**config.mk**
```make
export PLATFORM = sky130hd
export DESIGN_NAME = l2_port_sched
export DESIGN_NICKNAME = d
export VERILOG_FILES = /design/src/rtl/l2_port_sched.sv
export SDC_FILE = /design/constraint.sdc
export NUM_CORES = 1
export LEC_CHECK = 0
export BUFFER_PORTS_ARGS = -buffer_cell sky130_fd_sc_hd__buf_2
export CAP_MARGIN = 20
export CORE_AREA = 2 2 308 310
export CTS_BUF_LIST = sky130_fd_sc_hd__clkbuf_4 sky130_fd_sc_hd__clkbuf_8 sky130_fd_sc_hd__clkbuf_16
export CTS_CLUSTER_SIZE = 14
export DETAILED_ROUTE_END_ITERATION = 6
export DIE_AREA = 0 0 310 312
export PLACE_DENSITY_LB_ADDON = 0.2
export SLEW_MARGIN = 20
export SYNTH_ARGS = -nofsm -noshare
export SYNTH_HDL_FRONTEND = slang
export SYNTH_SLANG_ARGS = --single-unit
```
**constraint.sdc**
```tcl
create_clock -name clk -period 8.5 [get_ports clk]
set_input_delay 2.55 -clock clk [delete_from_list [all_inputs] [get_ports clk]]
set_output_delay 2.55 -clock clk [all_outputs]
set_load 0.05 [all_outputs]
```
**src/rtl/l2_port_sched.sv**
```systemverilog
// l2_port_sched: round-robin arbiter sharing one L2 request port among N_REQ buffered requesters.
// Ports: clk/reset (sync, active high); req_valid/req_addr/req_opcode/req_store_data buffered per requester;
// req_ack marks a grant and rsp_valid routes the L2 response back to its owner. grant_inhibit blocks new
// grants and busy reports pending or in-flight work. l2_req_* is the L2 request/handshake and l2_rsp_valid
// marks L2 completion. grant_count/stall_cycles are the perf counters.
// Optional feature macro: L2_SCHED_PERF_EN enables the counters; otherwise they read as zero.
`ifndef M_WIDTH
`define M_WIDTH 64
`endif
module l2_port_sched #(
  parameter int N_REQ = 3,
  parameter int AW = `M_WIDTH,
  parameter int DW = 128
) (
  input  logic               clk,
  input  logic               reset,
  input  logic [N_REQ-1:0]   req_valid,
  input  logic [N_REQ*AW-1:0] req_addr,
  input  logic [N_REQ*4-1:0] req_opcode,
  input  logic [DW-1:0]      req_store_data,
  output logic [N_REQ-1:0]   req_ack,
  output logic [N_REQ-1:0]   rsp_valid,
  input  logic               grant_inhibit,
  output logic               busy,
  output logic               l2_req_valid,
  input  logic               l2_req_ack,
  output logic [AW-1:0]      l2_req_addr,
  output logic [3:0]         l2_req_opcode,
  output logic [DW-1:0]      l2_req_store_data,
  input  logic               l2_rsp_valid,
  output logic [N_REQ*64-1:0] grant_count,
  output logic [63:0]        stall_cycles
);
  localparam int RW = (N_REQ > 2) ? 2 : 1;
  localparam logic [1:0] IDLE = 2'd0, ISSUE = 2'd1, WAIT = 2'd2;
  localparam logic [N_REQ-1:0] ONE = {{(N_REQ-1){1'b0}}, 1'b1};
  logic [1:0] state;
  logic [N_REQ-1:0] pending, owner_oh, err, acc, n_pend, gnt_oh;
  logic [RW-1:0] rr_last, gnt;
  logic gnt_en;
  logic [AW-1:0] addr_q [N_REQ];
  logic [3:0] op_q [N_REQ];
  logic [DW-1:0] data_q;
  // rr_last doubles as the owner of the in-flight transaction
  always_comb begin
    logic found;
    int idx;
    found = 1'b0;
    idx = 0;
    owner_oh = ONE << rr_last;
    err = req_valid & (pending | ((state != IDLE) ? owner_oh : '0));
    acc = req_valid & ~err;
    n_pend = pending | acc;
    gnt_en = (state == IDLE) && (|n_pend) && !grant_inhibit;
    gnt = rr_last;
    for (int k = 1; k <= N_REQ; k++) begin
      idx = (int'(rr_last) + k) % N_REQ;
      if (!found && n_pend[idx]) begin
        found = 1'b1;
        gnt = RW'(idx);
      end
    end
    gnt_oh = gnt_en ? (ONE << gnt) : '0;
    rsp_valid = (state != IDLE && l2_rsp_valid) ? owner_oh : '0;
    busy = (|pending) || (state != IDLE);
  end
  always_ff @(posedge clk) begin
    if (reset) begin
      state <= IDLE;
      pending <= '0;
      req_ack <= '0;
      l2_req_valid <= 1'b0;
      rr_last <= RW'(N_REQ - 1);
      for (int i = 0; i < N_REQ; i++) begin
        addr_q[i] <= '0;
        op_q[i] <= '0;
      end
      data_q <= '0;
      l2_req_addr <= '0;
      l2_req_opcode <= '0;
      l2_req_store_data <= '0;
    end else begin
      req_ack <= gnt_oh;
      pending <= n_pend & ~gnt_oh;
      for (int i = 0; i < N_REQ; i++)
        if (acc[i]) begin
          addr_q[i] <= req_addr[i*AW +: AW];
          op_q[i] <= req_opcode[i*4 +: 4];
        end
      if (acc[1]) data_q <= req_store_data;
      if (gnt_en) begin
        // a same-cycle pulse bypasses its not-yet-written buffer
        rr_last <= gnt;
        state <= ISSUE;
        l2_req_valid <= 1'b1;
        l2_req_addr <= acc[gnt] ? req_addr[int'(gnt)*AW +: AW] : addr_q[gnt];
        l2_req_opcode <= acc[gnt] ? req_opcode[int'(gnt)*4 +: 4] : op_q[gnt];
        if (gnt == RW'(1)) l2_req_store_data <= acc[1] ? req_store_data : data_q;
      end else if (state == ISSUE) begin
        if (l2_rsp_valid) begin
          state <= IDLE;
          l2_req_valid <= 1'b0;
        end else if (l2_req_ack) begin
          state <= WAIT;
          l2_req_valid <= 1'b0;
        end
      end else if (state == WAIT && l2_rsp_valid) begin
        state <= IDLE;
      end
    end
  end
`ifdef L2_SCHED_PERF_EN
  logic [63:0] gcnt [N_REQ];
  always_ff @(posedge clk) begin
    if (reset) begin
      for (int i = 0; i < N_REQ; i++) gcnt[i] <= '0;
      stall_cycles <= '0;
    end else begin
      for (int i = 0; i < N_REQ; i++) if (req_ack[i]) gcnt[i] <= gcnt[i] + 64'd1;
      if ((|n_pend) && (state != IDLE || grant_inhibit)) stall_cycles <= stall_cycles + 64'd1;
    end
  end
  for (genvar g = 0; g < N_REQ; g++) assign grant_count[g*64 +: 64] = gcnt[g];
`else
  assign grant_count = '0;
  assign stall_cycles = '0;
`endif
`ifndef SYNTHESIS
  always_ff @(posedge clk)
    if (!reset && |err) $error("l2_port_sched: request pulse while pending or in flight: %b", err);
`endif
endmodule

```
After elaboration in Yosys (flattened, before gate mapping)
Memory sizes are Yosys's and may differ from the RTL's.
Cells that the tools add are included.
{ "totals": {"mem_count": 2, "regBits": 335, "ram_bits": 204, "word_cells": 115} }
{ "classes": {"shifts": 4, "n_div": 3, "mux": 48, "eq_ne": 5, "bitwise_logic": 13, "order_cmp": 4, "addsub": 3, "reduce_logical": 23} }
{ "memory_table": {"columns": ["name", "depth", "word_bits", "rd", "rd_clocked_by_memory_dff", "wr", "line_no", "source"], "rows": [
  ["addr_q", 3, 64, 1, 0, 3, "41", "logic [AW-1:0] addr_q [N_REQ];"],
  ["op_q", 3, 4, 1, 0, 3, "42", "logic [3:0] op_q [N_REQ];"]
]} }
{ "op_table": {"columns": ["op", "count"], "rows": [
  ["64-bit 2-to-1 mux", 4],
  ["192-bit by 9-bit variable part select with 64-bit output", 1],
  ["128-bit 2-to-1 mux", 1],
  ["32-bit by 4-bit less-than comparator with 1-bit output (second input constant)", 3],
  ["32-bit by 3-bit remainder unit with 32-bit output (second input constant)", 3],
  ["1-bit 2-to-1 mux", 25],
  ["4-bit 2-to-1 mux", 4],
  ["2-bit 2-to-1 mux", 7],
  ["12-bit by 5-bit variable part select with 4-bit output", 1],
  ["3-bit AND", 3],
  ["3-bit 2-to-1 mux", 3],
  ["1-bit binary-select mux with 2-bit select", 4],
  ["2-bit AND reduction", 4],
  ["2-bit by 2-bit adder with 3-bit output (second input constant)", 2],
  ["1-bit logical AND", 6],
  ["3-bit inverter", 2],
  ["1-bit bitwise OR", 6],
  ["3-bit bitwise OR", 2],
  ["2-bit nonzero test", 3],
  ["3-bit nonzero test", 2],
  ["3-bit OR reduction", 2],
  ["1-bit by 2-bit left shift with 3-bit output (first input constant)", 2],
  ["2-bit by 1-bit equality test with 1-bit output (second input constant)", 2],
  ["4-bit != test (second input constant)", 1],
  ["other kinds (8)", 10]
]} }

Depth between registers and ports, before layout
Gate-level depths: netlist (run 1).
{ "depth": {"ltp_word": 21, "depth_mapped": 15, "depth_no_buf": 11} }

Least setup slack after synthesis (run 1)
OpenSTA, ideal clock, no wires.
{ "synth_path": {"kind": "input to output", "startpoint": "in l2_rsp_valid", "endpoint": "out rsp_valid[0]", "t_arrival_ps": 2994, "path_buffers": 0, "setup_slack_ps": 2956, "path_stages": 1, "required_ps": 5950, "path_cell_list": "and3_1"} }
{ "synth_between": {"elab_chain_cells": 2} }
{ "synth_lines": {"columns": ["item", "line_no", "source"], "rows": [
  ["start, declared", "30", "input logic l2_rsp_valid,"],
  ["1-bit logical AND", "64", "rsp_valid = (state != IDLE && l2_rsp_valid) ? owner_oh : '0;"],
  ["3-bit 2-to-1 mux", "64", null],
  ["end, declared", "22", "output logic [N_REQ-1:0] rsp_valid,"]
]} }
No other way between the ends.

Worst setup path after layout (run 1)
{ "layout_path": {"startpoint": "in req_valid[1]", "endpoint": "reg l2_req_store_data[5]"} }
{ "layout_between": {"elab_chain_cells": 16, "elab_cells_between_ends": 28, "classes_between": "1 x eq/ne; 15 x mux; 4 x bitwise; 8 x reduce/logical"} }
{ "layout_lines": {"columns": ["item", "line_no", "source"], "rows": [
  ["start, declared", "17", "input logic [N_REQ-1:0] req_valid,"],
  ["3-bit AND", "51", "err = req_valid & (pending | ((state != IDLE) ? owner_oh : '0));"],
  ["3-bit inverter", "52", "acc = req_valid & ~err;"],
  ["3-bit AND (*)", "52", null],
  ["3-bit bitwise OR", "53", "n_pend = pending | acc;"],
  ["1-bit binary-select mux with 2-bit select", "58", "if (!found && n_pend[idx]) begin"],
  ["1-bit 2-to-1 mux (not written as such) (2 in series)", "58", null],
  ["1-bit 2-to-1 mux", "58", null],
  ["1-bit logical NOT", "58", null],
  ["1-bit logical AND", "58", null],
  ["1-bit 2-to-1 mux", "58", null],
  ["1-bit logical NOT", "58", null],
  ["1-bit logical AND", "58", null],
  ["2-bit 2-to-1 mux", "58", null],
  ["2-bit by 1-bit equality test with 1-bit output", "98", "if (gnt == RW'(1)) l2_req_store_data <= acc[1] ? req_store_data : data_q;"],
  ["2-bit AND reduction (no source line)", null, null],
  ["end signal, assigned", "98", null],
  ["end, declared", "29", "output logic [DW-1:0] l2_req_store_data,"]
]} }
Mark *: on every way between the ends. The rest lies on a longest branch, timed or not. The select of a mux whose other input is x is not followed.
A chain may end at the register's enable or synchronous reset.

==> results of run 1 <==
-- registers in the layout, indices dropped and copies added, names as in the netlist, 2 cells and up --
register	cells
addr_q	192
data_q	128
l2_req_store_data	128
l2_req_addr	64
op_q	12
l2_req_opcode	4
pending	3
req_ack	3
rr_last	2
state	2
-- power by group --
| group | switching [W] | leakage [nW] | internal (W) |
|---|---|---|---|
| Combinational | 0.00360 | 7.14 | 0.00127 |
| Sequential | 0.000238 | 4.93 | 0.00328 |
| Clock | 0.00117 | 1.12 | 0.00171 |
-- cell type report --
class,count,share of cell area
multi-input combinational,1679,0.340
antenna,17,0.00143
timing repair buffer,566,0.0995
clock inverter,16,0.00617
inverter,7,0.000882
sequential,539,0.431
clock buffer,103,0.0688
tap,1254,0.0526
-- how the worst max path moves through the flow --
stage / slack [ns] / cells past startpoint / startpoint / end
after CTS: 2.56 / 11 / req_valid[1] / l2_req_store_data[5]$_SDFFE_PP0P_
after global routing: 2.26 / 11 / req_valid[1] / l2_req_store_data[9]$_SDFFE_PP0P_
final: 2.61 / 11 / req_valid[1] / l2_req_store_data[5]$_SDFFE_PP0P_
after global placement: 1.96 / 11 / req_valid[1] / l2_req_store_data[4]$_SDFFE_PP0P_
after detailed placement: 1.89 / 11 / req_valid[1] / l2_req_store_data[5]$_SDFFE_PP0P_
after floorplan: 2.96 / 1 / l2_rsp_valid / rsp_valid[0]
-- stage by stage --
step | hold WS (ns) | setup WS (ns) | area [sq um]
global placement | 0.451 | 1.96 | 27500
global route | 0.476 | 2.26 | 29800
floorplan | 0.441 | 2.96 | 25700
finish | 0.459 | 2.61 | 29800
CTS | 0.460 | 2.56 | 29800
detailed placement | 0.452 | 1.89 | 27500
-- logic make-up (layout without fill, tap and decap cells) --
family                     after synthesis  in the layout  synth area share
AOI/OAI and AO/OA                      570            570             0.184
adders and majority gates                5              5           0.00253
buffers and inverters                  467            692             0.114
DFF                                    539            539             0.520
muxes                                   69             69            0.0280
other                                    1            273          0.000152
and+or+nand+nor                        779            779             0.152
-- worst max-delay path, cell delays in order --
cell and delay [ns]:
buf_2 0.15, a21oi_2 0.38, o21a_1 0.18, o32ai_1 0.08, a211o_1 0.43, nand2_8 0.45, nor2_4 0.11, nor2_4 0.48
buf_4 0.60, buf_4 0.68, o22a_1 0.25
-- Yosys cell counts (4+ instances only) --
master,number,area [sq um]
a2111oi_2,65,976
a21oi_1,202,1010
a311o_1,68,681
a311oi_1,4,35.0
a31oi_1,69,432
and2_1,204,1280
and3_1,4,25.0
buf_1,12,45.0
buf_2,31,155
buf_4,259,1940
buf_6,7,78.8
clkbuf_1,151,567
dfxtp_1,335,6710
edfxtp_1,204,6130
ha_1,5,62.6
inv_1,7,26.3
mux2i_1,69,691
nand2_1,399,1500
nand2b_1,4,25.0
nand3_1,5,25.0
nor2_1,77,289
nor3_1,5,25.0
nor3b_1,68,510
o22a_1,128,1120
-- per-layer routing --
metal / vias up / GRT usage / share of wire
met1: 9286 / 0.200 / 0.41
met5: - / 0 / 0.0014
li1: 9032 / - / -
met4: 18 / 0.0553 / 0.026
met3: 134 / 0.0402 / 0.059
met2: 533 / 0.282 / 0.50
==> out/metrics.cfg, run 1 <==
[placement]
dp_cells = 4045
gp_congestion = 0.786
io_buffers = 543
dp_hpwl_um = 52900

[timing]
rsz0062_at_grt = no
fin_tns_setup_ns = 0
drv_slew = 0
fin_crit_ns = 5.89
finalCritPeriodShare = 0.694
max_freq_ghz = 0.170
timing.slew.headroom = 0.192
finalHoldViolCount = 0
clock_skew_ns = 0.0194
worstMarginPinSlew_ns = 1.21
setup_violations = 0

[die]
core-area_sq_um = 93000
initial_core_util = 0.265
num_rows = 112
die_y_um = 312
io_pins = 800
dieWidth_um = 310
die-area_sq_um = 96700

[pwr]
power_w = 0.0113
leakage_nw = 13.2
power.density_nw_per_um2 = 378
ir_drop_mv = 0.313

[finish]
drive_gt1_frac = 0.264
nets = 3206
final_util = 0.320
n_fill_cell = 9863
layout_commonest_cell = buf_2
multi_input_area_sq_um = 10100
syn_to_final_growth_pct = 20.7
layout.area.seq_sq_um = 12800
final_cell_mix = buf_2 (542), nand2_1 (399), dfxtp_1 (335)
instances_no_fill = 4181

[hold_path]
whs_path_depth = 2
min_from = data_q[100]$_SDFF_PP0_
min_delay_worst_endpoint = data_q[100]$_SDFF_PP0_
min_path_type = reg -> reg

[synth]
synth_cells = 2430
ys_warn_count = 0
seq_area_frac_synth = 0.520
ys.flop_type = dfxtp_1
synth-edff-count = 204
syn_area_sq_um = 24700
avgSynthCellArea_sq_um = 10.2
async_flop_share = 0
synth-seq-cells = 539
synth_cell_types = 54

[setup_path]
reg2reg_from = rr_last[1]$_SDFFE_PP1P_
r2r-end = l2_req_store_data[5]$_SDFFE_PP0P_
worstSetupPathType = in -> reg
r2r_cells = 13
arrival_ns = 6.45
cp_max_fo = 74
worstSetupStartpointType = input pin
end_kind = flip-flop
r2r_slack_ns = 3.77
critPathRequiredTime_ns = 9.05

[drt]
wl_per_cell_um = 19.9
routed-via-count = 19000
ant_nets = 0
routed_wl_um = 83400
drtIter0Drc = 1192
drc = 0
first_pass_iters = 7
viasPerCell = 4.55

[clock_network]
clkLatencyLatePin_ns = 0.62
root_buffer = clkbuf_16
post-cts-setup-buffer-count = 0
cts_num_sinks = 539
cts.path.max_buffers = 3
cts_tree = yes
cts_hold_buf = 0
clkTransAtPathRegs_ns = 0.06
cts_htree_levels = 3
cts-resized-gates = 0
cts_buffers = 68

[grt]
grt_pass1_wl_um = 120000
grt_antenna_before_repair = 33
grt_max_degree = 186
grtUsageTotal = 0.164
grt_pass1_vias = 18100
grt-ovfl-total = 0

[run_status]
status = finished, final reports clean

[run]
maxCapViolations = 0

(Power assumes the default switching activity.)
==> run 2, diff against run 1 <==
clock period = 5.4 ns   (was 8.5 ns; I/O delays follow)
==> run 2 against run 1 <==
Compared with the run above: global-route usage about the same; first-iteration DRC count decreased by 1.9%; via count rose by 0.36%; combinational power rose by 62%; total power up 61%; clock power up 63%; sequential power increased by 57%.
==> out/metrics.cfg, run 2 (same netlist as run 1, synthesis figures left out) <==
[run_status]
status = finished, final reports clean

[clock_network]
clkTransAtPathRegs_ns = 0.06  ; about the same
cts_htree_levels = 3  ; unchanged
cts_buffers = 69  ; +1.5%
clkLatencyLatePin_ns = 0.61  ; about the same
root_buffer = clkbuf_16
cts_hold_buf = 0  ; unchanged
post-cts-setup-buffer-count = 0  ; unchanged
cts_tree = yes
cts_num_sinks = 539  ; unchanged
cts-resized-gates = 0  ; unchanged
cts.path.max_buffers = 3  ; unchanged

[die]
die_y_um = 312  ; unchanged
core-area_sq_um = 93000  ; unchanged
initial_core_util = 0.265  ; unchanged
die-area_sq_um = 96700  ; unchanged
io_pins = 800  ; unchanged
num_rows = 112  ; unchanged
dieWidth_um = 310  ; unchanged

[hold_path]
min_path_type = reg -> reg

[placement]
io_buffers = 543  ; unchanged
dp_hpwl_um = 55300  ; +4.5%
gp_congestion = 0.782  ; -0.48%

[finish]
layout_commonest_cell = buf_2
drive_gt1_frac = 0.270  ; +0.00652
reg_top3 = addr_q x192, data_q x128, l2_req_store_data x128
largest_register_ffs = 192  ; unchanged
nets = 3225  ; +0.59%
top_register = addr_q
syn_to_final_growth_pct = 22.3
final_cell_mix = buf_2 (542), nand2_1 (399), dfxtp_1 (335)

[timing]
worstMarginPinSlew_ns = 0.983  ; -0.229 ns
timing.hold.ws_ns = 0.458  ; -0.000334 ns
drv_slew = 0  ; unchanged
finalCritPeriodShare = 0.786
setup_violations = 0  ; unchanged
rsz0062_at_grt = no
fin_crit_ns = 4.24
fin_tns_setup_ns = 0  ; unchanged
max_freq_ghz = 0.236
clock_skew_ns = 0.0322  ; +0.0128 ns
finalHoldViolCount = 0  ; unchanged
timing.slew.headroom = 0.343  ; +0.151

[setup_path]
end_kind = flip-flop
cp_cell_sequence = buf_2 > a21oi_2 > o21a_1 > o32ai_1 > a211o_1 > o311ai_0 > o211a_4 > buf_4 > a2111oi_2 > a311o_1
cp_max_fo = 27  ; -64%
slowest_delay_ns = 0.63  ; -0.05 ns
worstSetupStartpointType = input pin
slowest_stage = o211a_4
critPathRequiredTime_ns = 5.89  ; -3.16 ns
arrival_ns = 4.74  ; -1.71 ns
worstSetupPathType = in -> reg

[grt]
grt_pass1_vias = 18400  ; +1.5%
grt-ovfl-total = 0  ; unchanged
grt_max_degree = 130  ; -30%
grt_pass1_wl_um = 121000  ; +1.2%
grt_antenna_before_repair = 38  ; +15%
grtUsageTotal = 0.165  ; +0.000289

[drt]
routed-via-count = 19100  ; +0.36%
drc = 0  ; unchanged
ant_nets = 0  ; unchanged
wl_per_cell_um = 19.9  ; -0.39%
first_pass_iters = 5  ; -2
viasPerCell = 4.54  ; -0.19%
drtIter0Drc = 1169  ; -1.9%
routed_wl_um = 83500  ; +0.16%

[pwr]
leakage_nw = 13.4  ; +1.5%
ir_drop_mv = 0.368  ; +17%
power.density_nw_per_um2 = 600  ; +59%
power_w = 0.0181  ; +61%

[run]
maxCapViolations = 0  ; unchanged

==> run 2: layout make-up <==
class / count / area (sq um)
Multi-Input combinational cell: 1679 / 10100
Fill cell: 9764 / 62800
Clock buffer: 101 / 2070
Clock inverter: 26 / 292
Sequential cell: 539 / 12800
Inverter: 7 / 26.3
Antenna cell: 14 / 35.0
Timing Repair Buffer: 584 / 3250
Tap cell: 1254 / 1570
==> run 2: path summary, 6_finish.rpt <==
| check | startpoint | to | slack, ns | cells past startpoint |
|---|---|---|---|---|
| hold reg to reg | data_q[121]$_SDFF_PP0_ | data_q[121]$_SDFF_PP0_ | 0.46 | 2 |
| hold / removal | data_q[121]$_SDFF_PP0_ | data_q[121]$_SDFF_PP0_ | 0.46 | 2 |
| setup reg to reg | rr_last[1]$_SDFFE_PP1P_ | l2_req_addr[60]$_SDFFE_PP0P_ | 1.39 | 12 |
| setup / recovery | req_valid[1] | l2_req_addr[60]$_SDFFE_PP0P_ | 1.16 | 10 |
==> run 2: worst max-delay path: cells and delay by family <==
family                 cells  cell delay, ns
AOI/OAI and AO/OA          8            2.59
buffers and inverters      2            0.50
==> run 2: routing by layer <==
metal | vias up | track usage | share of wire
li1 | 9068 | - | -
met1 | 9270 | 0.202 | 0.42
met2 | 568 | 0.284 | 0.50
met3 | 145 | 0.0399 | 0.059
met4 | 20 | 0.0486 | 0.022
met5 | - | 0 | 0.0015
==> run 2: metrics by stage <==
stage                      util  setup slack, ns  instance area [sq um]  instances
after detailed placement  0.299            0.570                  27800       4063
after floorplan               -            0.905                  25700       2685
after CTS                 0.324             1.18                  30200       4190
final                     0.325             1.16                  30200       4204
after global placement    0.299            0.647                  27800       4063
after global routing      0.325            0.959                  30200       4201
==> run 2: where the power goes <==
part	switching [W]	internal [W]	total, W
Clock	0.00193	0.00277	0.00470
Sequential	0.000375	0.00516	0.00553
Combinational	0.00574	0.00216	0.00790
Total	0.00804	0.0101	0.0181
